## config.mk

```make
export PLATFORM = sky130hd
export DESIGN_NAME = write_compare
export DESIGN_NICKNAME = d
export VERILOG_FILES = /design/src/rtl/write_compare.sv
export SDC_FILE = /design/constraint.sdc
export NUM_CORES = 1
export LEC_CHECK = 0
export BUFFER_PORTS_ARGS = -buffer_cell sky130_fd_sc_hd__clkbuf_2
export CORE_MARGIN = 5
export CORE_UTILIZATION = 35
export DETAILED_ROUTE_END_ITERATION = 6
export PLACE_DENSITY = 0.8
export SLEW_MARGIN = 10
export SYNTH_ARGS = -nofsm -noshare
export SYNTH_HDL_FRONTEND = slang
export SYNTH_SLANG_ARGS = --single-unit
```

## constraint.sdc

```tcl
create_clock -name vclk -period 6.43
set_clock_uncertainty 0.05 [all_clocks]
set_input_delay 0.643 -clock vclk [all_inputs]
set_output_delay 0.643 -clock vclk [all_outputs]
set_load 0.02 [all_outputs]
```

## src/rtl/write_compare.sv

```systemverilog
// Selects expected entry idx from the flat expected buses and compares it
// against the current store.
//   exp_addr/exp_data : flat expected lists, entry k at [k*W +: W]
//   idx               : entry to compare against (match count so far)
//   dataadr/writedata : observed store
//   hit               : address and data both equal the selected entry
//   ignorable         : store targets the tolerated scratch address
module write_compare #(
    parameter int unsigned    N_EXP    = 1,
    parameter int unsigned    AW       = 32,
    parameter int unsigned    DW       = 32,
    parameter logic [AW-1:0]  IGN_ADDR = AW'(80),
    parameter bit             IGN_EN   = 1'b1
) (
    input  logic [N_EXP*AW-1:0] exp_addr,
    input  logic [N_EXP*DW-1:0] exp_data,
    input  logic [4:0]          idx,
    input  logic [AW-1:0]       dataadr,
    input  logic [DW-1:0]       writedata,
    output logic                hit,
    output logic                ignorable
);

    logic [AW-1:0] sel_addr;
    logic [DW-1:0] sel_data;

    always_comb begin
        sel_addr = '0;
        sel_data = '0;
        for (int unsigned k = 0; k < N_EXP; k++) begin
            if (idx == 5'(k)) begin
                sel_addr = exp_addr[k*AW +: AW];
                sel_data = exp_data[k*DW +: DW];
            end
        end
    end

    // Case equality so that any X/Z on the store bus never counts as a hit.
    always_comb begin
        hit       = (dataadr === sel_addr) && (writedata === sel_data);
        ignorable = IGN_EN && (dataadr === IGN_ADDR);
    end

endmodule

```

# Yosys cells after proc, flatten, opt, wreduce, memory -nomap -nowiden

Cells that the tools add are included.

Eq/ne operators: 3
Muxes and demuxes: 2
Reduce and logical (&&, ||, !) cells: 2

Operator list:

| kind                                                                        | number |
|---|---|
| 32-bit case equality test                                                   | 2 |
| 32-bit 2-to-1 mux                                                           | 2 |
| 32-bit by 7-bit case equality test with 1-bit output, second input constant | 1 |
| 5-bit zero test                                                             | 1 |
| 1-bit logical AND                                                           | 1 |

Bits in registers: 0
Input port bits: 133
Output and inout port bits: 2

# Logic depth before layout (Yosys ltp)

Gate-level depths: netlist of the first run.

Word-level depth: 4
Depth in mapped cells: 9

# Worst setup path before layout of the first run

OpenSTA, ideal clock, no wires.

Path type: in2out
Start point: input port idx[1]
End point: output port hit
Arrival: 2.629 ns
Required time: 5.737 ns
Slack: 3.108 ns
Stages: 9
Buffers on the path: 3
Cells stage by stage: or3_1 > buf_2 > or2_1 > buf_6 > buf_6 > o32ai_1 > nand4_1 > or4_1 > nor2_1

Word-level cells in the longest chain between the ends: 4
Elaborated cells on any way between the ends: 6
Those cells by class: eq/ne (2); mux (2); reduce/logical (2)

Ends and longest elaborated chain:

| element                   | RTL line | RTL |
|---|---|---|
| start: declaration        | 17       | `input logic [4:0] idx,` |
| 5-bit zero test (*)       | 31       | `if (idx == 5'(k)) begin` |
| 32-bit 2-to-1 mux         | 31       |  |
| 32-bit case equality test | 40       | `hit = (dataadr === sel_addr) && (writedata === sel_data);` |
| 1-bit logical AND (*)     | 40       |  |
| end: declaration          | 20       | `output logic hit,` |

Every way passes the cells marked *; elsewhere a longest branch is shown, timed or not.

# Worst setup path in the final report of the first run

Same ends and word-level chain as after synthesis.

==> results of run 1 <==
## logic make-up (layout without fill, tap and decap cells)
group | after synthesis | count (layout) | share of synthesized area [%]
and+or+nand+nor | 121 | 121 | 47.7
AOI/OAI and AO/OA | 64 | 64 | 30.2
xor gates and xnor gates | 32 | 32 | 17.6
buffers and inverters | 12 | 136 | 4.41
## per-layer routing
metal	vias up	share of wire [%]	routed length, um
met3	8	9.7	606
met1	1133	42	2650
met4	0	1.3	83
met5	-	0	0
met2	140	47	2910
li1	1232	-	-
## power by group through the flow
stage | logic (mW) | clock network [mW] | registers (mW)
finish | 0.131 | 0 | 0
global route | 0.144 | 0 | 0
CTS | 0.130 | 0 | 0
detailed placement | 0.130 | 0 | 0
global placement | 0.127 | 0 | 0
floorplan | 0.0592 | 0 | 0
## worst max-delay path by stage
stage                to   start  slack [ps]
global placement    hit  idx[1]        2370
detailed placement  hit  idx[1]        2350
floorplan           hit  idx[1]        3110
CTS                 hit  idx[1]        2330
global route        hit  idx[1]        2180
finish              hit  idx[1]        2310
## cell type report
cell class	count	area (um2)	share of cell area (%)
multi-input cells	217	1520	67.0
well taps	52	65.1	2.87
repair buffers	136	683	30.1
## stage by stage
step                cell area (um2)  cells  setup WS (ps)  hold WS (ps)  total power, mW
floorplan                      1590    229           3110          1400           0.0592
finish                         2270    405           2310          1680            0.131
global route                   2270    405           2180          1710            0.144
global placement               2270    405           2370          1670            0.127
CTS                            2270    405           2330          1680            0.130
detailed placement             2270    405           2350          1680            0.130
## synth_stat cells
cell type and instances:
or2_1 1, or2_2 1, clkbuf_1 7, nand4_1 10, nor2_1 34, o32ai_1 32, or3_1 1, or4_1 2
nor4_1 7, nor4bb_1 33, buf_6 3, xnor2_1 32, nor3_1 32, buf_2 2, a31oi_1 32
## worst max-delay path, delay by kind of cell
kind / cells / cell delay (ps)
buffers and inverters: 3 / 500
AO/OA/AOI/OAI: 1 / 390
AND/OR/NAND/NOR: 5 / 1870
==> impl_metrics.env, run 1 <==
export IMPL_outcome="finished clean"
export IMPL_grt_pass1_wl_um=10000
export IMPL_whs_path_depth=5
export IMPL_cp_required_ps=5740
export IMPL_synth_top_area_share_pct=20.8
export IMPL_power_switching_uw=63.4
export IMPL_grt_use_total_pct=18.9
export IMPL_seqPwrFrac_pct=0
export IMPL_seq_cell_count=0
export IMPL_dieArea_um2=5990
export IMPL_final_nets=488
export IMPL_dr_pass1_iters=4
export IMPL_drive_above_1_share_pct=38.8
export IMPL_fp_coreArea_um2=4380
export IMPL_gp_congestion=0.805
export IMPL_antenna_left=0
export IMPL_seq_area_um2=0
export IMPL_syn_area_um2=1590
export IMPL_worstPathMaxFanout=33
export IMPL_viasPerCell=6.20
export IMPL_end_kind="primary output"
export IMPL_synth_area_leader_cell="nor4bb_1"
export IMPL_numPortBuffers=135
export IMPL_final_common_cell="clkbuf_2"
export IMPL_power_leakage_nw=0.887
export IMPL_start_util_pct=36.2
export IMPL_cp_slowest_cell="or2_1"
export IMPL_antenna_found_initial=0
export IMPL_avgSynthCellArea_um2=6.94
export IMPL_num_rows=24
export IMPL_finalSetupViolCount=0
export IMPL_power_frac_clock_pct=0
export IMPL_slew_viol_final=0
export IMPL_synth_distinct_cells=15
export IMPL_cpPeakStageDelay_ps=680
export IMPL_irDropWorstVdd_v=0.0000229
export IMPL_fin_setup_tns_ps=0
export IMPL_cts_setup_buffers=0
export IMPL_critical_path_class="primary input to primary output"
export IMPL_grt_max_degree=34
export IMPL_wl_um=6250
export IMPL_grt_use_met3_pct=2.55
export IMPL_internal_power_uw=67.8
export IMPL_fillers=449
export IMPL_crit_top_cell="clkbuf_2"
export IMPL_crit_arrival_ps=3430
export IMPL_post_cts_resized=0
export IMPL_crit_chain="clkbuf_2 > or3_1 > buf_4 > or2_1 > o32ai_1 > nand4_1 > or4_1 > nor2_1 > clkbuf_2"
export IMPL_die_height_um=77.4
export IMPL_maxCapViolations=0
export IMPL_syn_to_final_growth_pct=42.7
export IMPL_clock_buffers=0
export IMPL_wl_per_cell_um=15.4
export IMPL_period_share_pct=64.0
export IMPL_power_density_nw_per_um2=57.9
export IMPL_worstMarginPinSlew_ps=1140
export IMPL_power_frac_comb_pct=100.0
export IMPL_start_kind="primary input"
export IMPL_max_slew_margin_pct=24.2
export IMPL_grtUsageMet1_pct=25.6
export IMPL_switching_share_pct=48.3
export IMPL_grt_setup_unrepaired="false"
export IMPL_grt_ovfl_total=0
export IMPL_dpl_hpwl_um=5220
export IMPL_cts_hold_buf=0
export IMPL_hold_viol=0
export IMPL_ios=135
export IMPL_final_cell_mix="135 x clkbuf_2, 34 x nor2_1, 33 x nor4bb_1"
export IMPL_synthesis_nets=362
export IMPL_drtIter0Drc=173
export IMPL_grt_busiest_layer="met2"
export IMPL_hold_start="dataadr[19]"
export IMPL_min_to="ignorable"
export IMPL_post_route_min_period_ps=4120
export IMPL_drc_errors=0
export IMPL_synth_seq_area_share_pct=0
export IMPL_min_path_type="primary input to primary output"
export IMPL_n_antenna_cell=0
export IMPL_syn_inst=229
export IMPL_fmax_mhz=243
export IMPL_synth_area_top_cells="nor4bb_1 21%, o32ai_1 18%, xnor2_1 18%"
export IMPL_finish_utilization_pct=51.7
export IMPL_yosysWarnings=0
export IMPL_vias=2513
export IMPL_grt_pass1_vias=2303
export IMPL_die_width_um=77.4
export IMPL_met2_usage_pct=32.6
(Power assumes the default switching activity.)
==> run 2, diff against run 1 <==
--- a/config.mk
+++ b/config.mk
@@ -5,11 +5,12 @@
 export SDC_FILE = /design/constraint.sdc
 export NUM_CORES = 1
 export LEC_CHECK = 0
+export ABC_AREA = 1
 export BUFFER_PORTS_ARGS = -buffer_cell sky130_fd_sc_hd__clkbuf_2
 export CORE_MARGIN = 5
 export CORE_UTILIZATION = 35
 export DETAILED_ROUTE_END_ITERATION = 6
-export PLACE_DENSITY = 0.8
+export PLACE_DENSITY = 0.77
 export SLEW_MARGIN = 10
 export SYNTH_ARGS = -nofsm -noshare
 export SYNTH_HDL_FRONTEND = slang
==> constraint.sdc (replaced) <==
create_clock -name vclk -period 3.95
set_clock_uncertainty 0.05 [all_clocks]
set_input_delay 0.395 -clock vclk [all_inputs]
set_output_delay 0.395 -clock vclk [all_outputs]
set_load 0.02 [all_outputs]
==> impl_metrics.env, run 2 <==
export IMPL_grt_max_degree=56
export IMPL_seq_cell_count=0
export IMPL_die_width_um=82.0
export IMPL_worstMarginPinSlew_ps=790
export IMPL_syn_area_um2=1810
export IMPL_fp_coreArea_um2=5070
export IMPL_finish_utilization_pct=49.7
export IMPL_pre_cts_slack_ps=996
export IMPL_power_density_nw_per_um2=69.4
export IMPL_dr_pass1_iters=4
export IMPL_slew_viol_final=0
export IMPL_syn_to_final_growth_pct=38.9
export IMPL_synth_seq_area_share_pct=0
export IMPL_start_util_pct=35.7
export IMPL_fin_setup_tns_ps=0
export IMPL_num_rows=26
export IMPL_grt_ovfl_total=0
export IMPL_top_layer="met4"
export IMPL_wl_met3_um=545
export IMPL_final_common_cell="nand2_1"
export IMPL_drtIter0Drc=137
export IMPL_cts_hold_buf=0
export IMPL_post_cts_resized=0
export IMPL_syn_inst=419
export IMPL_fin_ws_ps=1050
export IMPL_power_leakage_nw=1.60
export IMPL_irDropWorstVdd_v=0.0000327
export IMPL_drive_above_1_share_pct=26.4
export IMPL_wl_per_cell_um=10.4
export IMPL_grt_pass1_vias=2618
export IMPL_vias=2868
export IMPL_critical_path_class="primary input to primary output"
export IMPL_p_total_uw=175
export IMPL_max_slew_margin_pct=47.3
export IMPL_post_route_min_period_ps=2900
export IMPL_n_antenna_cell=0
export IMPL_start_kind="primary input"
export IMPL_drc_errors=0
export IMPL_cp_required_ps=3500
export IMPL_die_height_um=82.0
export IMPL_viasPerCell=4.69
export IMPL_hold_ws_ps=1030
export IMPL_antenna_left=0
export IMPL_dpl_hpwl_um=5410
export IMPL_dieArea_um2=6720
export IMPL_met1_length_um=2610
export IMPL_yosysMostFrequentCell="nand2_1"
export IMPL_final_cell_mix="199 x nand2_1, 135 x clkbuf_2, 72 x inv_1"
export IMPL_clock_buffers=0
export IMPL_yosysWarnings=0
export IMPL_grt_pass1_wl_um=10300
export IMPL_gp_congestion=0.779
export IMPL_synth_area_top_cells="nand2_1 41%, nand3_1 17%, inv_1 15%"
export IMPL_min_path_type="primary input to primary output"
export IMPL_synth_top_area_share_pct=41.2
export IMPL_numPortBuffers=135
export IMPL_final_nets=676
export IMPL_period_share_pct=73.4
export IMPL_ios=135
export IMPL_synthTopCellsByCount="199 x nand2_1, 72 x inv_1, 60 x nand3_1"
export IMPL_maxCapViolations=0
export IMPL_synth_area_leader_cell="nand2_1"
export IMPL_avgSynthCellArea_um2=4.33
export IMPL_route_met2_wl_um=3080
export IMPL_hold_viol=0
export IMPL_cts_setup_buffers=0
export IMPL_seq_area_um2=0
export IMPL_worstPathMaxFanout=55
export IMPL_wl_um=6340
export IMPL_synth_distinct_cells=14
export IMPL_grt_use_total_pct=18.3
export IMPL_grt_setup_unrepaired="false"
export IMPL_crit_arrival_ps=2450
export IMPL_finalSetupViolCount=0
export IMPL_end_kind="primary output"
export IMPL_antenna_found_initial=0
export IMPL_outcome="finished clean"
export IMPL_synthesis_nets=552
export IMPL_fmax_mhz=345
run 2: cell count changes after synthesis, sizes merged, moves of 33 or more:
cell    before  now
nand2        0  199
inv          0   73
nand3        0   60
nor4bb      33    0
run 2: layer usage:
metal | GRT usage [%] | vias to the layer above
met5 | 0 | -
met4 | 3.32 | 0
met3 | 1.86 | 10
met2 | 36.1 | 112
met1 | 21.1 | 1184
li1 | - | 1562
run 2: area by class of cell:
type | instances | area (um2)
timing repair buffer | 139 | 706
multi-input combinational | 329 | 1450
fill | 570 | 2550
tap | 70 | 87.6
inverter | 73 | 274
run 2: final timing paths:
kind	startpoint	end	slack (ps)	cells past startpoint
setup / recovery	idx[1]	hit	1050	15
hold / removal	dataadr[25]	ignorable	1030	3
run 2: per-stage QoR:
stage / std cells / cell area (um2)
after floorplan: 419 / 1810
after global placement: 611 / 2520
after detailed placement: 611 / 2520
after CTS: 611 / 2520
after global routing: 611 / 2520
final: 611 / 2520
run 2: power breakdown:
group	total, mW	internal [mW]	switching (mW)
clock	0	0	0
sequential	0	0	0
combinational	0.175	0.0798	0.0950
run 2: cells by family (layout without fill, tap and decap cells):
logic type,Yosys count,count (layout),synth area share [%]
buf+inv,90,212,20.1
simple gates,329,329,79.9
run 2: worst max-delay path, cell delays in order:
cell	delay [ps]
clkbuf_2	100
nor2_4	90
buf_4	270
inv_2	70
nor2_4	110
buf_4	420
nand3_1	120
nand2_1	90
nand3_1	100
nor2_1	120
nand2_1	70
nor2_1	120
nand2_1	70
nor2_1	110
clkbuf_2	180
